===== src/rtl/local_inject_arbiter_if.sv =====
// Requester-side and switch-side AXI-Stream bundle for the local injection arbiter.
// slave is the arbiter's view; master is the view of whatever drives the requesters and sinks out_*.
interface local_inject_arbiter_if #(
    parameter int BW   = 32,
    parameter int NREQ = 2
);
    localparam int BWB = BW / 8;

    logic [NREQ-1:0]     req_TVALID;
    logic [NREQ*BW-1:0]  req_TDATA;
    logic [NREQ*BWB-1:0] req_TKEEP;
    logic [NREQ-1:0]     req_TLAST;
    logic [NREQ-1:0]     req_TREADY;

    logic                out_TVALID;
    logic [BW-1:0]       out_TDATA;
    logic [BWB-1:0]      out_TKEEP;
    logic                out_TLAST;
    logic                out_TREADY;

    modport slave (
        input  req_TVALID, req_TDATA, req_TKEEP, req_TLAST, out_TREADY,
        output req_TREADY, out_TVALID, out_TDATA, out_TKEEP, out_TLAST
    );

    modport master (
        output req_TVALID, req_TDATA, req_TKEEP, req_TLAST, out_TREADY,
        input  req_TREADY, out_TVALID, out_TDATA, out_TKEEP, out_TLAST
    );
endinterface


===== src/rtl/local_inject_arbiter.sv =====
// Packet-level round-robin arbiter sharing the tile switch local_in port between NREQ requesters.
// A grant is held from the first beat through the TLAST handshake; completed packets are counted per requester.
module local_inject_arbiter #(
    parameter int BW    = 32,
    parameter int BWB   = BW / 8,
    parameter int NREQ  = 2,
    parameter int CNT_W = 16
) (
    input  logic                      clk_line,
    input  logic                      clk_line_rst_high,
    input  logic                      arb_enable,
    local_inject_arbiter_if.slave     bus,
    output logic                      busy,
    output logic [$clog2(NREQ)-1:0]   grant_id,
    output logic [NREQ*CNT_W-1:0]     pkt_count
);
    localparam int          GW = $clog2(NREQ);
    localparam int unsigned NR = NREQ;

    localparam logic [0:0] IDLE   = 1'b0;
    localparam logic [0:0] LOCKED = 1'b1;

    logic [0:0]       state;
    logic [GW-1:0]    last_grant;
    logic [CNT_W-1:0] cnt [NREQ];
    logic             pick_valid;
    logic [GW-1:0]    pick;
    int unsigned      idx;
    logic             beat_last;

    // Round-robin search starting just after the last completed grant, with wrap.
    always_comb begin
        pick_valid = 1'b0;
        pick       = '0;
        idx        = 0;
        for (int unsigned k = 1; k <= NR; k++) begin
            idx = (32'(last_grant) + k) % NR;
            if (!pick_valid && bus.req_TVALID[idx]) begin
                pick_valid = 1'b1;
                pick       = GW'(idx);
            end
        end
    end

    always_comb begin
        bus.out_TVALID = 1'b0;
        bus.out_TDATA  = '0;
        bus.out_TKEEP  = '0;
        bus.out_TLAST  = 1'b0;
        bus.req_TREADY = '0;
        if (state == LOCKED) begin
            bus.out_TVALID           = bus.req_TVALID[grant_id];
            bus.out_TDATA            = bus.req_TDATA[int'(grant_id) * BW +: BW];
            bus.out_TKEEP            = bus.req_TKEEP[int'(grant_id) * BWB +: BWB];
            bus.out_TLAST            = bus.req_TLAST[grant_id];
            bus.req_TREADY[grant_id] = bus.out_TREADY;
        end
    end

    assign beat_last = bus.out_TVALID & bus.out_TREADY & bus.out_TLAST;
    assign busy      = (state == LOCKED);

    always_ff @(posedge clk_line) begin
        if (clk_line_rst_high) begin
            state      <= IDLE;
            grant_id   <= '0;
            last_grant <= GW'(NREQ - 1);
            for (int unsigned i = 0; i < NR; i++) begin
                cnt[i] <= '0;
            end
        end else begin
            case (state)
                IDLE: begin
                    if (arb_enable && pick_valid) begin
                        grant_id <= pick;
                        state    <= LOCKED;
                    end
                end
                LOCKED: begin
                    // Lock is released only by the TLAST handshake; TVALID gaps and arb_enable are ignored.
                    if (beat_last) begin
                        cnt[grant_id] <= cnt[grant_id] + CNT_W'(1);
                        last_grant    <= grant_id;
                        state         <= IDLE;
                    end
                end
                default: state <= IDLE;
            endcase
        end
    end

    always_comb begin
        pkt_count = '0;
        for (int unsigned i = 0; i < NR; i++) begin
            pkt_count[i*CNT_W +: CNT_W] = cnt[i];
        end
    end
endmodule


===== src/flat_wrapper.sv =====
// flat-port wrapper written by rule: the top's interface ports become plain ports
module local_inject_arbiter_flat 
#(
    parameter int BW    = 32,
    parameter int BWB   = BW / 8,
    parameter int NREQ  = 2,
    parameter int CNT_W = 16
)
  (clk_line, clk_line_rst_high, arb_enable, busy, grant_id, pkt_count, bus_req_TVALID, bus_req_TDATA, bus_req_TKEEP, bus_req_TLAST, bus_out_TREADY, bus_req_TREADY, bus_out_TVALID, bus_out_TDATA, bus_out_TKEEP, bus_out_TLAST);
  local_inject_arbiter_if #(.BW(BW), .NREQ(NREQ)) bus_i ();
  input  logic clk_line;
  input  logic clk_line_rst_high;
  input  logic arb_enable;
  output logic busy;
  output logic [$clog2(NREQ)-1:0] grant_id;
  output logic [NREQ*CNT_W-1:0] pkt_count;
  input wire logic [$bits(bus_i.req_TVALID)-1:0] bus_req_TVALID;
  input wire logic [$bits(bus_i.req_TDATA)-1:0] bus_req_TDATA;
  input wire logic [$bits(bus_i.req_TKEEP)-1:0] bus_req_TKEEP;
  input wire logic [$bits(bus_i.req_TLAST)-1:0] bus_req_TLAST;
  input wire logic [$bits(bus_i.out_TREADY)-1:0] bus_out_TREADY;
  output wire logic [$bits(bus_i.req_TREADY)-1:0] bus_req_TREADY;
  output wire logic [$bits(bus_i.out_TVALID)-1:0] bus_out_TVALID;
  output wire logic [$bits(bus_i.out_TDATA)-1:0] bus_out_TDATA;
  output wire logic [$bits(bus_i.out_TKEEP)-1:0] bus_out_TKEEP;
  output wire logic [$bits(bus_i.out_TLAST)-1:0] bus_out_TLAST;
  assign bus_i.req_TVALID = bus_req_TVALID;
  assign bus_i.req_TDATA = bus_req_TDATA;
  assign bus_i.req_TKEEP = bus_req_TKEEP;
  assign bus_i.req_TLAST = bus_req_TLAST;
  assign bus_i.out_TREADY = bus_out_TREADY;
  assign bus_req_TREADY = bus_i.req_TREADY;
  assign bus_out_TVALID = bus_i.out_TVALID;
  assign bus_out_TDATA = bus_i.out_TDATA;
  assign bus_out_TKEEP = bus_i.out_TKEEP;
  assign bus_out_TLAST = bus_i.out_TLAST;
  local_inject_arbiter #(.BW(BW), .BWB(BWB), .NREQ(NREQ), .CNT_W(CNT_W)) u_core (.clk_line(clk_line), .clk_line_rst_high(clk_line_rst_high), .arb_enable(arb_enable), .bus(bus_i), .busy(busy), .grant_id(grant_id), .pkt_count(pkt_count));
endmodule

===== config.mk =====
export PLATFORM = sky130hd
export DESIGN_NAME = local_inject_arbiter_flat
export DESIGN_NICKNAME = d
export VERILOG_FILES = /design/src/rtl/local_inject_arbiter_if.sv /design/src/rtl/local_inject_arbiter.sv /design/src/flat_wrapper.sv
export SDC_FILE = /design/constraint.sdc
export NUM_CORES = 1
export LEC_CHECK = 0
export ABC_AREA = 0
export CORE_MARGIN = 3
export CORE_UTILIZATION = 42
export CTS_BUF_LIST = sky130_fd_sc_hd__clkbuf_8 sky130_fd_sc_hd__clkbuf_16
export CTS_CLUSTER_DIAMETER = 60
export DETAILED_ROUTE_END_ITERATION = 10
export GPL_TIMING_DRIVEN = 0
export PLACE_DENSITY_LB_ADDON = 0.1
export REMOVE_ABC_BUFFERS = 1
export SYNTH_ARGS = -nofsm -noshare
export SYNTH_HDL_FRONTEND = slang
export SYNTH_SLANG_ARGS = --single-unit

===== constraint.sdc =====
create_clock -name clk_line -period 6.1 [get_ports clk_line]
set_clock_uncertainty 0.05 [all_clocks]
set_input_delay 1.22 -clock clk_line [delete_from_list [all_inputs] [get_ports clk_line]]
set_output_delay 1.22 -clock clk_line [all_outputs]
set_load 0.1 [all_outputs]

# Word-level counts from Yosys, hierarchy flattened
# Memory sizes are Yosys's and may differ from the RTL's. A register that Yosys moved wholly into a read port is not among the register bits.
# Cells that the tools add are included.
[classes] addsub=3 mul=0 div=0 order_cmp=4 n_eq_ne=0 n_shift=2 n_mux=33 n_bitwise=4 reduce_logical=7
[ops] cell="$shiftx 64x7->32" n=1
[ops] cell="$mux 32" n=1
[ops] cell="$mux 1" n=27
[ops] cell="$add 16x1->16 const B" n=1
[ops] cell="$mux 16" n=1
[ops] cell="$reduce_or 16->1" n=1
[ops] cell="$shiftx 8x4->4" n=1
[ops] cell="$lt 1x2->1 const B" n=3
[ops] cell="$mux 4" n=1
[ops] cell="$reduce_and 2->1" n=2
[ops] cell="$logic_and 1x1->1" n=3
[ops] cell="$add 1x1->1 const B" n=2
[ops] cell="$and 1x1->1" n=2
[ops] cell="$and 2x2->2" n=1
[ops] cell="$mux 2" n=1
[ops] cell="$pmux 1 s2" n=1
[ops] cell="$demux 1 s1" n=1
[ops] cell="$ge 1x1->1 const B" n=1
[ops] cell="$logic_not 1->1" n=1
[ops] cell="$not 1->1" n=1
[word_totals] reg_bits=3 latchBits=0 ram_bits=32 rom_bits=0 output_inout_bits=74 elab_cells=57 n_memories=1
[memory_table] name="u_core.cnt" words=2 width=16 rd=3 rd_ports_with_merged_regs=1 wr=2 line_no="local_inject_arbiter.sv:25" rtl="logic [CNT_W-1:0] cnt [NREQ];"

# Logic depth before layout (Yosys ltp)
[depth] depth_word=11 depth_mapped=9

# Worst setup path before layout
# OpenSTA, ideal clock, no wires.
[synth_path] kind="register to output" startpoint="register u_core.grant_id" endpoint="output port bus_out_TDATA[24]" arrival_ns=3.099 required_ns=4.830 path_slack_ns=1.731 path_stages_with_launch=5 n_path_buf=2 cell_sequence="dfxtp_1 -> clkbuf_1 -> buf_1 -> mux2i_1 -> nor2b_1"
[synth_between] elab_chain_cells=2
[synth_lines] item="start, declared" line_no="local_inject_arbiter.sv:14" rtl="output logic [$clog2(NREQ)-1:0] grant_id,"
[synth_lines] item="start signal, assigned" line_no="local_inject_arbiter.sv:75" rtl="grant_id <= pick;"
[synth_lines] item="$shiftx 64x7->32" line_no="local_inject_arbiter.sv:53" rtl="bus.out_TDATA = bus.req_TDATA[int'(grant_id) * BW +: BW];"
[synth_lines] item="$mux 32" line_no="local_inject_arbiter.sv:51" rtl="if (state == LOCKED) begin"
[synth_lines] item="end, declared" line_no="flat_wrapper.sv:24" rtl="output wire logic [$bits(bus_i.out_TDATA)-1:0] bus_out_TDATA;"
# No other way between the ends.

# Worst setup path in the final report
[layout_path] startpoint="input port bus_req_TVALID[0]" endpoint="output port bus_out_TVALID"
[layout_between] elab_chain_cells=3
[layout_lines] item="start, declared" line_no="flat_wrapper.sv:17" rtl="input wire logic [$bits(bus_i.req_TVALID)-1:0] bus_req_TVALID;"
[layout_lines] item="$mux 1 (implied by the code) (2 in a row)" line_no="local_inject_arbiter.sv:52" rtl="bus.out_TVALID = bus.req_TVALID[grant_id];"
[layout_lines] item="$mux 1" line_no="local_inject_arbiter.sv:51"
[layout_lines] item="end, declared" line_no="flat_wrapper.sv:23" rtl="output wire logic [$bits(bus_i.out_TVALID)-1:0] bus_out_TVALID;"
# No other way between the ends. The select of a mux whose other input is x is not followed.

==> flow_metrics.env <==
export IMPL_wl_per_cell_um=18.26
export IMPL_crit_arrival_ps=3140
export IMPL_cellLeakagePower_nw=1.526
export IMPL_setup_ws_ps=1688
export IMPL_antenna_left=0
export IMPL_setup_tns_final_ps=0
export IMPL_antenna_found_initial=0
export IMPL_yosysSeqAreaShare_pct=37.58
export IMPL_dpl_cell_area_mm2=0.004327
export IMPL_wirelength_um=9039
export IMPL_drv_slew=0
export IMPL_core_mm2=0.006166
export IMPL_diodes=0
export IMPL_tightestPinTransition_ps=1369
export IMPL_yosys_warnings=0
export IMPL_place_congestion=0.8673
export IMPL_slew_headroom_pct=8.740
export IMPL_cp_required_ps=4830
export IMPL_dp_hpwl_um=7014
export IMPL_p_seq_share_pct=34.4
export IMPL_viasPerCell=5.390
export IMPL_clkLatencyLatePin_ps=290
export IMPL_synth_area_mm2=0.002770
export IMPL_pre_cts_ws_ps=1680
export IMPL_synth_top_cells_by_area="edfxtp_1 35%, mux2i_1 16%, nor2b_1 9.0%"
export IMPL_grt_pass1_wl_um=13790
export IMPL_ir_drop_uv=134.8
export IMPL_cts_clk_slew_worst_paths_ps=70
export IMPL_vias=2668
export IMPL_p_comb_share_pct=41.0
export IMPL_clockBufferDepth=2
export IMPL_clockPowerShare_pct=24.6
export IMPL_clkSinkCount=36
export IMPL_initial_core_util_pct=44.93
export IMPL_p_total_mw=0.8677
export IMPL_synthAdderAreaFrac_pct=0.4517
export IMPL_synth_top_family_by_area="simple AND/OR/NAND/NOR gates"
export IMPL_synth_edf_count=32
export IMPL_area_delta_synth_final_pct=60.21
export IMPL_hp_class="register to register"
export IMPL_yosysTopAreaCell="edfxtp_1"
export IMPL_ff2ff_setup_slack_ps=2790
export IMPL_async_flop_share_pct=0
export IMPL_clock_fmax_mhz=226.7
export IMPL_yosysUniqueCellTypes=51
export IMPL_synthTopCellsByCount="45 x mux2i_1, 40 x nor2b_1, 32 x edfxtp_1, 27 x nor2_1, 9 x nand2_1"
export IMPL_intPower_mw=0.5167
export IMPL_cts_tree="built"
export IMPL_synth_compound_area_share_pct=9.033
export IMPL_num_nets_final=500
export IMPL_cts_max_level=2
export IMPL_status="completed"
export IMPL_synth_ff_type="edfxtp_1"
export IMPL_synth_xor_area_share_pct=1.897
export IMPL_portBuffers=153
export IMPL_numCtsBuffers=5
export IMPL_ys_seq_elements=36
export IMPL_fp_dieH_um=87.22
export IMPL_drtIter0Drc=140
export IMPL_cts_resized=0
export IMPL_max_cap_viol_count=0
export IMPL_finalInstanceArea_mm2=0.004438
export IMPL_crit_type="input port to primary output"
export IMPL_fin_crit_sh_pct=72.32
export IMPL_crit_path_start_kind="input port"
export IMPL_hold_buffers=0
export IMPL_grt_total_usage_pct=23.73
export IMPL_synthMuxAreaShare_pct=22.04
export IMPL_die_area_mm2=0.007606
export IMPL_rsz0062_at_grt="no"
export IMPL_grt_pass1_vias=2598
export IMPL_drive_above_1_share_pct=6.190
export IMPL_pin_count=154
export IMPL_crit_path_end_kind="primary output"
export IMPL_synth_most_common_cell="mux2i_1"
export IMPL_grt_overflow=0
export IMPL_fin_crit_ps=4412
export IMPL_path_max_fanout=5
export IMPL_setup_violations=0
export IMPL_num_rows=28
export IMPL_hold_violations=0
export IMPL_swShare_pct=40.45
export IMPL_synth_simple_gate_area_share_pct=24.62
export IMPL_syn_area_per_cell_um2=10.04
export IMPL_postSynthCellCount=276
export IMPL_cellPowerDensity_mw_per_mm2=195.5
export IMPL_grt_max_degree=45
export IMPL_die_w_um=87.22
export IMPL_postCtsSetupBuffers=0
export IMPL_root_buffer="clkbuf_8"
export IMPL_power_switching_mw=0.3510
export IMPL_post_route_util_pct=71.98
export IMPL_drcViolationCount=0
export IMPL_dr_pass1_iters=5
export IMPL_synth_top_area_share_pct=34.69
placed cells by master (no fill, tap or decap), types with 3 or more instances in the layout:
master,n
nor2_1,27
nor3b_1,3
clkbuf_8,5
a21oi_1,6
nand2_1,9
nand3_1,7
nand3b_1,6
edfxtp_1,32
nand4_1,5
xor2_1,3
xnor2_1,3
nor3_1,8
clkdlybuf4s50_1,153
mux2_2,5
nor2b_1,40
a31oi_1,3
mux2i_1,45
inv_1,8
mux2_1,8
per-layer routing:
layer  share of wire (%)  track usage, %  up-vias
met4                 1.0           5.858        0
met3                 6.3           5.298        9
met2                  53           42.58       99
met5                   0               0        -
met1                  39           28.70     1259
li1                    -               -     1301
power groups by stage:
stage	Combinational, mW	Clock [mW]	Sequential, mW
after CTS	0.358	0.215	0.299
after detailed placement	0.356	0	0.304
after global routing	0.369	0.225	0.301
after global placement	0.349	0	0.308
final	0.356	0.213	0.299
after floorplan	0.177	0	0.367
logic make-up after synthesis:
family	after synthesis
DFF	36
and+or+nand+nor	118
xor gates and xnor gates	6
AOI/OAI and AO/OA	30
buffers and inverters	26
adders and majority gates	1
muxes	59
worst max-delay path, cell delays in order:
cell	delay, ps
clkdlybuf4s50_1	550
mux2i_1	90
nor2b_1	120
clkdlybuf4s50_1	1160
sequential cells by signal, indices dropped and copies added, names as in the netlist, named ones only:
register           count
u_core.last_grant      1
u_core.grant_id        1
u_core.cnt            32
u_core.busy            1
worst paths after layout:
kind / startpoint / cells after the start / to
worst max-delay path: bus_req_TVALID[0] / 4 / bus_out_TVALID
worst min-delay path: u_core.last_grant / 2 / u_core.last_grant
worst max register to register: register / 4 / u_core.cnt[0][13]
worst min register to register: u_core.last_grant / 2 / u_core.last_grant
metrics by stage:
step | std cells | hold WS (ps)
floorplan | 258 | 402.7
global placement | 486 | 425.8
detailed placement | 487 | 450.8
CTS | 495 | 463.3
global route | 495 | 487.0
finish | 495 | 466.6
final cells by class:
| type | count | area [µm²] |
|---|---|---|
| inverters | 8 | 30.03 |
| repair buffers | 154 | 1551 |
| clock buffers | 5 | 68.82 |
| flip-flops and latches | 36 | 1044 |
| clock inverters | 3 | 42.54 |
| well taps | 75 | 93.84 |
| fillers | 493 | 1728 |
| multi-input cells | 214 | 1608 |
(Power assumes the default switching activity.)
